[src/rtl/seven_segment_chain_sequencer_pkg.sv]
// Shared definitions for the seven-segment chain sequencer:
//   - FSM state encoding
//   - slave register address constants and digit field layout
//   - hex-to-segment lookup table and byte encoder helper
package seven_segment_chain_sequencer_pkg;

    typedef enum logic [1:0] {
        ST_IDLE,
        ST_LOAD,
        ST_XFER,
        ST_DONE
    } state_t;

    localparam int unsigned MAX_DIGITS  = 8;
    localparam logic [3:0]  ADDR_CTRL   = 4'd8;
    localparam logic [3:0]  ADDR_STATUS = 4'd9;

    // DIGITn field layout: [3:0] hex value, [4] blank, [5] decimal point
    localparam logic [5:0]  DIGIT_RESET = 6'h10;

    // Segments g..a, active-high, indexed by hex value
    localparam logic [6:0] SEG_LUT [16] = '{
        7'h3F, 7'h06, 7'h5B, 7'h4F, 7'h66, 7'h6D, 7'h7D, 7'h07,
        7'h7F, 7'h6F, 7'h77, 7'h7C, 7'h39, 7'h5E, 7'h79, 7'h71
    };

    // Segment byte: bit7 = dp, bits[6:0] = segments; blank clears segments only
    function automatic logic [7:0] seg_encode(input logic [5:0] digit);
        return {digit[5], digit[4] ? 7'h00 : SEG_LUT[digit[3:0]]};
    endfunction

endpackage

[src/rtl/seven_segment_chain_sequencer_if.sv]
// Bus bundle for the sequencer: the Avalon-MM slave register port (avs_s0_*)
// and the Avalon-MM master port that shifts segment bytes down the chain
// (avm_m0_*).
//   modport slave  : the sequencer's view (serves avs_s0, drives avm_m0)
//   modport master : the surrounding system's view (host + downstream chain)
interface seven_segment_chain_sequencer_if;

    logic        avs_s0_chipselect;
    logic        avs_s0_write;
    logic        avs_s0_read;
    logic [3:0]  avs_s0_address;
    logic [31:0] avs_s0_writedata;
    logic [31:0] avs_s0_readdata;
    logic        avs_s0_waitrequest;

    logic        avm_m0_chipselect;
    logic        avm_m0_write;
    logic [3:0]  avm_m0_byteenable;
    logic [31:0] avm_m0_writedata;
    logic [7:0]  avm_m0_address;
    logic        avm_m0_waitrequest;

    modport slave (
        input  avs_s0_chipselect, avs_s0_write, avs_s0_read,
        input  avs_s0_address, avs_s0_writedata,
        output avs_s0_readdata, avs_s0_waitrequest,
        output avm_m0_chipselect, avm_m0_write, avm_m0_byteenable,
        output avm_m0_writedata, avm_m0_address,
        input  avm_m0_waitrequest
    );

    modport master (
        output avs_s0_chipselect, avs_s0_write, avs_s0_read,
        output avs_s0_address, avs_s0_writedata,
        input  avs_s0_readdata, avs_s0_waitrequest,
        input  avm_m0_chipselect, avm_m0_write, avm_m0_byteenable,
        input  avm_m0_writedata, avm_m0_address,
        output avm_m0_waitrequest
    );

endinterface

[src/rtl/seven_segment_chain_sequencer_hex_decoder.sv]
// Combinational hex-to-segment decoder.
//   digit : {dp, blank, hex[3:0]}
//   seg   : {dp, g, f, e, d, c, b, a}, active-high
module seven_segment_hex_decoder
    import seven_segment_chain_sequencer_pkg::*;
(
    input  logic [5:0] digit,
    output logic [7:0] seg
);

    always_comb begin
        seg = seg_encode(digit);
    end

endmodule

[src/rtl/seven_segment_chain_sequencer.sv]
// Seven-segment chain sequencer. Host writes DIGITn registers over avs_s0;
// a pass (host start or auto-refresh) snapshots them and shifts one decoded
// segment byte per transfer out of avm_m0, highest digit first.
//   clock, resetn : single clock, asynchronous active-low reset
//   bus           : avs_s0 register slave + avm_m0 chain master (slave modport)
module seven_segment_chain_sequencer
    import seven_segment_chain_sequencer_pkg::*;
#(
    parameter int unsigned NUM_DIGITS     = 8,
    parameter int unsigned REFRESH_CYCLES = 50000
) (
    input  logic                            clock,
    input  logic                            resetn,
    seven_segment_chain_sequencer_if.slave  bus
);

    state_t      state, next_state;
    logic [5:0]  digit  [NUM_DIGITS];
    logic [5:0]  shadow [NUM_DIGITS];
    logic [2:0]  idx;
    logic        auto_en;
    logic        st_done;
    logic        st_overrun;
    logic [31:0] refresh_cnt;
    logic [7:0]  seg_byte;

    logic wr_sel, start_req, sts_wr, refresh_exp, xfer_ok, last_xfer, busy;

    assign wr_sel      = bus.avs_s0_chipselect && bus.avs_s0_write;
    assign start_req   = wr_sel && (bus.avs_s0_address == ADDR_CTRL) && bus.avs_s0_writedata[0];
    assign sts_wr      = wr_sel && (bus.avs_s0_address == ADDR_STATUS);
    assign refresh_exp = (state == ST_IDLE) && auto_en && (refresh_cnt == '0);
    assign xfer_ok     = (state == ST_XFER) && !bus.avm_m0_waitrequest;
    assign last_xfer   = xfer_ok && (idx == '0);
    assign busy        = (state != ST_IDLE);

    seven_segment_hex_decoder u_dec (
        .digit (shadow[idx]),
        .seg   (seg_byte)
    );

    always_ff @(posedge clock or negedge resetn) begin
        if (!resetn) state <= ST_IDLE;
        else         state <= next_state;
    end

    always_comb begin
        next_state = state;
        case (state)
            ST_IDLE: if (start_req || refresh_exp) next_state = ST_LOAD;
            ST_LOAD: next_state = ST_XFER;
            ST_XFER: if (last_xfer) next_state = ST_DONE;
            ST_DONE: next_state = ST_IDLE;
            default: next_state = ST_IDLE;
        endcase
    end

    // Chain master outputs decode straight from state so reset drops them at once
    always_comb begin
        bus.avm_m0_chipselect = (state == ST_XFER);
        bus.avm_m0_write      = (state == ST_XFER);
        bus.avm_m0_byteenable = (state == ST_XFER) ? 4'b0001 : 4'b0000;
        bus.avm_m0_writedata  = (state == ST_XFER) ? {24'd0, seg_byte} : '0;
        bus.avm_m0_address    = '0;
    end

    // Host registers; done is raised on the last transfer's completion edge so
    // it reads back as 1 during the DONE cycle itself
    always_ff @(posedge clock or negedge resetn) begin
        if (!resetn) begin
            for (int unsigned i = 0; i < NUM_DIGITS; i++) digit[i] <= DIGIT_RESET;
            auto_en    <= 1'b0;
            st_done    <= 1'b0;
            st_overrun <= 1'b0;
        end else begin
            for (int unsigned i = 0; i < NUM_DIGITS; i++) begin
                if (wr_sel && (bus.avs_s0_address == 4'(i)))
                    digit[i] <= bus.avs_s0_writedata[5:0];
            end
            if (wr_sel && (bus.avs_s0_address == ADDR_CTRL))
                auto_en <= bus.avs_s0_writedata[1];
            if (last_xfer)
                st_done <= 1'b1;
            else if (sts_wr && bus.avs_s0_writedata[1])
                st_done <= 1'b0;
            if (start_req && busy)
                st_overrun <= 1'b1;
            else if (sts_wr && bus.avs_s0_writedata[2])
                st_overrun <= 1'b0;
        end
    end

    always_ff @(posedge clock or negedge resetn) begin
        if (!resetn) begin
            for (int unsigned i = 0; i < NUM_DIGITS; i++) shadow[i] <= '0;
            idx <= '0;
        end else if (state == ST_LOAD) begin
            shadow <= digit;
            idx    <= 3'(NUM_DIGITS - 1);
        end else if (xfer_ok && (idx != '0)) begin
            idx <= idx - 3'd1;
        end
    end

    always_ff @(posedge clock or negedge resetn) begin
        if (!resetn)
            refresh_cnt <= 32'(REFRESH_CYCLES - 1);
        else if (!auto_en || start_req || refresh_exp)
            refresh_cnt <= 32'(REFRESH_CYCLES - 1);
        else if (state == ST_IDLE)
            refresh_cnt <= refresh_cnt - 32'd1;
    end

    always_comb begin
        bus.avs_s0_readdata    = '0;
        bus.avs_s0_waitrequest = 1'b0;
        if (resetn && bus.avs_s0_chipselect && bus.avs_s0_read) begin
            if (bus.avs_s0_address == ADDR_CTRL)
                bus.avs_s0_readdata = {30'd0, auto_en, 1'b0};
            else if (bus.avs_s0_address == ADDR_STATUS)
                bus.avs_s0_readdata = {29'd0, st_overrun, st_done, busy};
            for (int unsigned i = 0; i < NUM_DIGITS; i++) begin
                if (bus.avs_s0_address == 4'(i))
                    bus.avs_s0_readdata = {26'd0, digit[i]};
            end
        end
    end

endmodule

[src/flat_wrapper.sv]
// flat-port wrapper written by rule: the top's interface ports become plain ports
module seven_segment_chain_sequencer_flat import seven_segment_chain_sequencer_pkg::*;
#(
    parameter int unsigned NUM_DIGITS     = 8,
    parameter int unsigned REFRESH_CYCLES = 50000
)
  (clock, resetn, bus_avs_s0_chipselect, bus_avs_s0_write, bus_avs_s0_read, bus_avs_s0_address, bus_avs_s0_writedata, bus_avs_s0_readdata, bus_avs_s0_waitrequest, bus_avm_m0_chipselect, bus_avm_m0_write, bus_avm_m0_byteenable, bus_avm_m0_writedata, bus_avm_m0_address, bus_avm_m0_waitrequest);
  seven_segment_chain_sequencer_if bus_i ();
  input  logic clock;
  input  logic resetn;
  input wire logic [$bits(bus_i.avs_s0_chipselect)-1:0] bus_avs_s0_chipselect;
  input wire logic [$bits(bus_i.avs_s0_write)-1:0] bus_avs_s0_write;
  input wire logic [$bits(bus_i.avs_s0_read)-1:0] bus_avs_s0_read;
  input wire logic [$bits(bus_i.avs_s0_address)-1:0] bus_avs_s0_address;
  input wire logic [$bits(bus_i.avs_s0_writedata)-1:0] bus_avs_s0_writedata;
  output wire logic [$bits(bus_i.avs_s0_readdata)-1:0] bus_avs_s0_readdata;
  output wire logic [$bits(bus_i.avs_s0_waitrequest)-1:0] bus_avs_s0_waitrequest;
  output wire logic [$bits(bus_i.avm_m0_chipselect)-1:0] bus_avm_m0_chipselect;
  output wire logic [$bits(bus_i.avm_m0_write)-1:0] bus_avm_m0_write;
  output wire logic [$bits(bus_i.avm_m0_byteenable)-1:0] bus_avm_m0_byteenable;
  output wire logic [$bits(bus_i.avm_m0_writedata)-1:0] bus_avm_m0_writedata;
  output wire logic [$bits(bus_i.avm_m0_address)-1:0] bus_avm_m0_address;
  input wire logic [$bits(bus_i.avm_m0_waitrequest)-1:0] bus_avm_m0_waitrequest;
  assign bus_i.avs_s0_chipselect = bus_avs_s0_chipselect;
  assign bus_i.avs_s0_write = bus_avs_s0_write;
  assign bus_i.avs_s0_read = bus_avs_s0_read;
  assign bus_i.avs_s0_address = bus_avs_s0_address;
  assign bus_i.avs_s0_writedata = bus_avs_s0_writedata;
  assign bus_avs_s0_readdata = bus_i.avs_s0_readdata;
  assign bus_avs_s0_waitrequest = bus_i.avs_s0_waitrequest;
  assign bus_avm_m0_chipselect = bus_i.avm_m0_chipselect;
  assign bus_avm_m0_write = bus_i.avm_m0_write;
  assign bus_avm_m0_byteenable = bus_i.avm_m0_byteenable;
  assign bus_avm_m0_writedata = bus_i.avm_m0_writedata;
  assign bus_avm_m0_address = bus_i.avm_m0_address;
  assign bus_i.avm_m0_waitrequest = bus_avm_m0_waitrequest;
  seven_segment_chain_sequencer #(.NUM_DIGITS(NUM_DIGITS), .REFRESH_CYCLES(REFRESH_CYCLES)) u_core (.clock(clock), .resetn(resetn), .bus(bus_i));
endmodule
[config.mk]
export PLATFORM = sky130hd
export DESIGN_NAME = seven_segment_chain_sequencer_flat
export DESIGN_NICKNAME = d
export VERILOG_FILES = /design/src/rtl/seven_segment_chain_sequencer_pkg.sv /design/src/rtl/seven_segment_chain_sequencer_if.sv /design/src/rtl/seven_segment_chain_sequencer_hex_decoder.sv /design/src/rtl/seven_segment_chain_sequencer.sv /design/src/flat_wrapper.sv
export SDC_FILE = /design/constraint.sdc
export NUM_CORES = 1
export LEC_CHECK = 0
export ABC_AREA = 1
export CAP_MARGIN = 40
export CORE_MARGIN = 5
export CORE_UTILIZATION = 55
export DETAILED_ROUTE_END_ITERATION = 16
export PLACE_DENSITY = 0.81
export SLEW_MARGIN = 10
export SYNTH_ARGS = -nofsm -noshare
export SYNTH_HDL_FRONTEND = slang
export SYNTH_SLANG_ARGS = --single-unit
[constraint.sdc]
create_clock -name clock -period 3.1 [get_ports clock]
set_input_delay 0.62 -clock clock [delete_from_list [all_inputs] [get_ports clock]]
set_output_delay 0.62 -clock clock [all_outputs]
set_load 0.05 [all_outputs]
# Word-level counts from Yosys, hierarchy flattened
# Memories as Yosys holds them, arrays and structs flattened.
# Cells that the tools add are included.
# Widths: inputs -> output; s select.
dict set report classes {
  add_sub_neg 2
  order_cmp 2
  eq_ne 14
  n_mux 30
  bitwise_logic 2
  reduce_logical 38
}
# op n
set ops {}
lappend ops {{$mux 32} 12}
lappend ops {{$logic_not 32->1} 1}
lappend ops {{$sub 32x1->32 const B} 1}
lappend ops {{$logic_and 1x1->1} 22}
lappend ops {{$mux 7} 3}
lappend ops {{$bmux 6 s3} 1}
lappend ops {{$eq 4x3->1 const B} 4}
lappend ops {{$mux 6} 2}
lappend ops {{$reduce_bool 2->1} 5}
lappend ops {{$mux 3} 3}
lappend ops {{$eq 4x2->1 const B} 2}
lappend ops {{$eq 4x4->1 const B} 2}
lappend ops {{$mux 8} 1}
lappend ops {{$pmux 2 s4} 1}
lappend ops {{$ge 5x5->1 const B} 1}
lappend ops {{$mux 1} 5}
lappend ops {{$not 4->5} 1}
lappend ops {{$eq 2x2->1 const B} 2}
lappend ops {{$eq 4x1->1 const B} 1}
lappend ops {{$ge 4x4->1 const B} 1}
lappend ops {{$logic_not 4->1} 1}
lappend ops {{$mux 2} 2}
lappend ops {{$not 3->4} 1}
lappend ops {{$logic_not 3->1} 1}
lappend ops {{9 further kinds} 12}
dict set report totals {
  reg_bits 136
  rom_bits 112
  output_inout_bits 79
  elab_cells 111
  mem_count 1
}
# memory words width rd rd_ports_with_merged_regs wr line
set memory_table {}
lappend memory_table {{(name not given)} 16 7 1 0 0 seven_segment_chain_sequencer_pkg.sv:29} ;# return {digit[5], digit[4] ? 7'h00 : SEG_LUT[digit[3:0]]};

# Longest topological paths before layout
dict set report depth {
  ltp_word 12
  mapped_depth 13
  ltp_nobuf 12
}

# Cells and area by module
# A second synthesis with hierarchy kept.
dict set report unflattened {
  hier_cells 1020
  hier_area_um2 7708.6
}
# module instances cells_each area_per_inst_um2
set modules_own_cells {}
lappend modules_own_cells {seven_segment_chain_sequencer 1 974 7452.1}
lappend modules_own_cells {seven_segment_hex_decoder 1 46 256.5}

# Worst setup path after synthesis
# OpenSTA, ideal clock, no wires.
dict set report synth_timing {
  path_type {register to output}
  startpoint {reg u_core.idx[0]}
  endpoint {out bus_avm_m0_writedata[0]}
  arrival_ns 2.301
  setup_slack_ns 0.179
  stages_incl_launch_ff 13
  cell_sequence {dfrtp_1 buf_6 buf_6 o211ai_1 nand2_1 o21ai_1 inv_1 ha_1 inv_1 nand2_1 nand3_1 nand2_1 nor2_1}
}
dict set report synth_via {
  elab_chain_cells 10
}
# element line
set synth_rtl {}
lappend synth_rtl {{start, declared} seven_segment_chain_sequencer.sv:20} ;# logic [2:0] idx;
lappend synth_rtl {{start signal, assigned} seven_segment_chain_sequencer.sv:99} ;# idx <= 3'(NUM_DIGITS - 1);
lappend synth_rtl {{start signal, assigned} seven_segment_chain_sequencer.sv:101} ;# idx <= idx - 3'd1;
lappend synth_rtl {{$not 3->4 (not written as such) *} seven_segment_chain_sequencer.sv:38} ;# .digit (shadow[idx]),
lappend synth_rtl {{$bmux 6 s3 *} seven_segment_chain_sequencer.sv:38}
lappend synth_rtl {{$mux 6 (not written as such) * (2 in series)} seven_segment_chain_sequencer.sv:38}
lappend synth_rtl {{$not 4->5 (not written as such)} seven_segment_chain_sequencer_pkg.sv:29}
lappend synth_rtl {{$mem_v2 16x7} -}
lappend synth_rtl {{$mux 7 (not written as such) (2 in series)} seven_segment_chain_sequencer_pkg.sv:29}
lappend synth_rtl {{$mux 7 *} seven_segment_chain_sequencer_pkg.sv:29}
lappend synth_rtl {{$mux 8 *} seven_segment_chain_sequencer.sv:63} ;# bus.avm_m0_writedata = (state == ST_XFER) ? {24'd0, seg_byte} : '0;
lappend synth_rtl {{end, declared} flat_wrapper.sv:21} ;# output wire logic [$bits(bus_i.avm_m0_writedata)-1:0] bus_avm_m0_writedata;
# Every way passes the cells marked *; elsewhere a longest branch is shown, timed or not. The select of a mux whose other input is x is not followed.

# Final worst setup path
# Ends and elaborated chain as after synthesis.

==> impl_metrics.tcl <==
set metrics [dict create \
    status "finished clean" \
    area_growth_pct 17.5 \
    max-cap-violations 0 \
    grt_pass1_vias 6315 \
    p_sw_mw 3.43 \
    wl_per_cell_um 15.0 \
    nFillCells 1165 \
    synth_top_area_frac 0.381 \
    synthTopCellsByCount "334 x nand2_1, 119 x dfrtp_1, 107 x nor2_1" \
    regToRegStartpoint "u_core.state[0]$_DFFE_PN0P_" \
    yosysSeqAreaShare 0.438 \
    insertion_delay_ps 430 \
    r2r_setup_slack_ps 1150 \
    rsz0062_at_grt "yes" \
    antenna_found_initial 1 \
    max_stage_delay_ps 500 \
    synth_cells 1042 \
    fmax_mhz 327 \
    overflow 0 \
    grt_usage 0.233 \
    p_int_mw 4.80 \
    dpl.hpwl_um 13500 \
    peakVddDrop_mv 0.440 \
    initial_core_util 0.561 \
    clkTransAtPathRegs_ps 60 \
    grt_pass1_wl_um 30500 \
    die_y_um 129 \
    final.setup_skew_ps 9.96 \
    synth.most_common_cell "nand2_1" \
    total_leakage_power_nw 4.51 \
    reg2reg_depth 12 \
    endpoint_kind "output pin" \
    synth.cell_area_um2 7820 \
    drc_errors 0 \
    max_slew_margin 0.479 \
    drt_pass1_iterations 5 \
    holdBufCountCts 0 \
    drive_gt1_frac 0.149 \
    synth_edf_count 0 \
    final_antenna_net_count 0 \
    die_w_um 129 \
    core_area_um2 13900 \
    sw_frac_of_total 0.417 \
    setup_viol 0 \
    hold_viol 0 \
    required_ps 2480 \
    path_delay_family "flip-flops" \
    synthArstFlopShare 1.00 \
    num_rows 43 \
    path_class "flop to output pin" \
    pwr-share-seq 0.308 \
    drt_wl_total_um 19300 \
    synth_top_area_cell "dfrtp_1" \
    pwr-share-comb 0.455 \
    num_vias 6728 \
    cts_tree "built" \
    vias_per_cell 5.23 \
    r2r-end "u_core.refresh_cnt[26]$_DFFE_PN0P_" \
    htree_levels 4 \
    cts.sinks 136 \
    cp_max_fo 7 \
    cts-root-buf "clkbuf_16" \
    power_frac_clock 0.237 \
    gp_congestion 0.894 \
    crit_chain "buf_12 -> o211ai_1 -> nand2_2 -> o21ai_4 -> buf_6 -> ha_4 -> inv_2 -> nand2_2 -> nand2_1 -> nor2_1 -> nor2_2 -> buf_12" \
    start_kind "flop" \
    port_buffers 32 \
    worstPathArrival_ps 2440 \
    cts_buffer_depth 2 \
    nets 1146 \
    hp-class "input pin to asynchronous set/reset pin" \
    syn_avg_cell_area_um2 7.51 \
    ys_types 37 \
    final_cells 1286 \
    tightestPinTransition_ps 777 \
    path_buf_inv 4 \
    numCtsBuffers 17 \
    ys_warn_count 0 \
    drv_slew 0 \
    dieArea_um2 16700 \
    numPlacedInstances 1235 \
    period_share 0.987 \
    grt_start_max_net_pins 74 \
    synth_area_leaders "dfrtp_1 38%, nand2_1 16%, o21ai_0 6.7%" \
    synth-seq-cells 136 \
    pin_count 121 \
    cpMaxStageDelayCell "dfrtp_2" \
    power_mw 8.22 \
    fin_crit_ps 3060 \
    p_per_area_nw_per_um2 894 \
    synth_top_flop_cell "dfrtp_1" \
    drtIter0Drc 599 \
]
-- cell usage in the layout (no fill, tap or decap), types with 3 or more instances in the layout --
cell type / count
nor2_2: 9
nor3_1: 3
buf_4: 26
nand2_4: 4
ha_1: 6
inv_1: 68
ha_4: 4
clkinvlp_4: 5
inv_6: 3
dfrtp_1: 117
inv_2: 9
nand2_1: 329
buf_6: 4
nand3_4: 3
buf_12: 14
clkbuf_16: 19
xor2_1: 22
nor2_4: 9
nand3_2: 5
o21ai_0: 98
nor2_1: 100
a21oi_1: 33
o211ai_1: 10
clkdlybuf4s50_1: 16
nand4_1: 10
nand2_2: 9
o21ai_1: 7
dfstp_2: 17
nand3_1: 48
conb_1: 62
-- how the worst max path moves through the flow --
stage	start	end	slack, ps	cells after the start
final	u_core.idx[0]$_DFFE_PN0P_	bus_avm_m0_writedata[0]	40	12
after global routing	u_core.idx[0]$_DFFE_PN0P_	bus_avm_m0_writedata[3]	-80	13
after CTS	u_core.idx[0]$_DFFE_PN0P_	bus_avm_m0_writedata[1]	-30	10
after detailed placement	bus_avs_s0_address[3]	bus_avs_s0_readdata[2]	70	11
after global placement	bus_avs_s0_address[2]	bus_avs_s0_readdata[2]	90	11
after floorplan	u_core.idx[0]$_DFFE_PN0P_	bus_avm_m0_writedata[0]	180	12
-- logic make-up after synthesis --
kind of cell	Yosys count	share of synthesized area
buf+inv	177	0.125
fa+ha+maj	12	0.0192
other cells	1	0.000479
flops	136	0.438
compound gates	156	0.104
simple gates	537	0.288
xor+xnor	23	0.0258
-- registers in the layout, indices dropped and copies added (netlist names) --
| register | flops |
|---|---|
| u_core.auto_en | 1 |
| u_core.digit | 48 |
| u_core.idx | 3 |
| u_core.refresh_cnt | 32 |
| u_core.shadow | 48 |
| u_core.st_done | 1 |
| u_core.st_overrun | 1 |
| u_core.state | 2 |
-- area by class of cell --
class,count,area [µm²],area share
clock inverter,12,116,0.0127
inverter,80,305,0.0332
timing repair buffer,67,823,0.0896
sequential,136,3430,0.373
antenna,1,2.50,0.000272
clock buffer,20,457,0.0497
tap,180,225,0.0245
multi-input combinational,790,3830,0.417
-- per-stage QoR --
stage	util	area (µm²)	setup slack [ps]	hold slack [ps]	setup TNS, ps
final	0.660	9190	39.1	48.0	0
after global routing	0.660	9190	-75.7	43.8	-324
after CTS	0.642	8940	-31.3	43.1	-42.5
after detailed placement	0.590	8230	69.1	455	0
after global placement	0.588	8200	90.9	448	0
after floorplan	-	8050	179	324	0
-- power by group through the flow --
stage          sequential (mW)  combinational [mW]  clock (mW)
2_1_floorplan             2.44                2.24           0
3_3_place_gp              2.52                2.93           0
3_5_place_dp              2.53                3.00           0
4_1_cts                   2.51                3.26        1.97
5_1_grt                   2.58                4.09        2.07
6_report                  2.53                3.74        1.95
-- per-layer routing --
| layer | vias up | part of all wire | global-route usage |
|---|---|---|---|
| met5 | - | 0 | 0 |
| met4 | 0 | 0.022 | 0.0933 |
| met3 | 47 | 0.060 | 0.0569 |
| met2 | 228 | 0.51 | 0.394 |
| met1 | 3153 | 0.41 | 0.288 |
| li1 | 3300 | - | - |
-- what timing repair did --
item / CTS / global route
setup buffers: 10 / 6
pin swaps: 7 / 24
resized for setup: 14 / 49
cloned: 1 / 1
endpoints found under the setup margin: 7 / 9
Power figures use the tool's default switching activity.
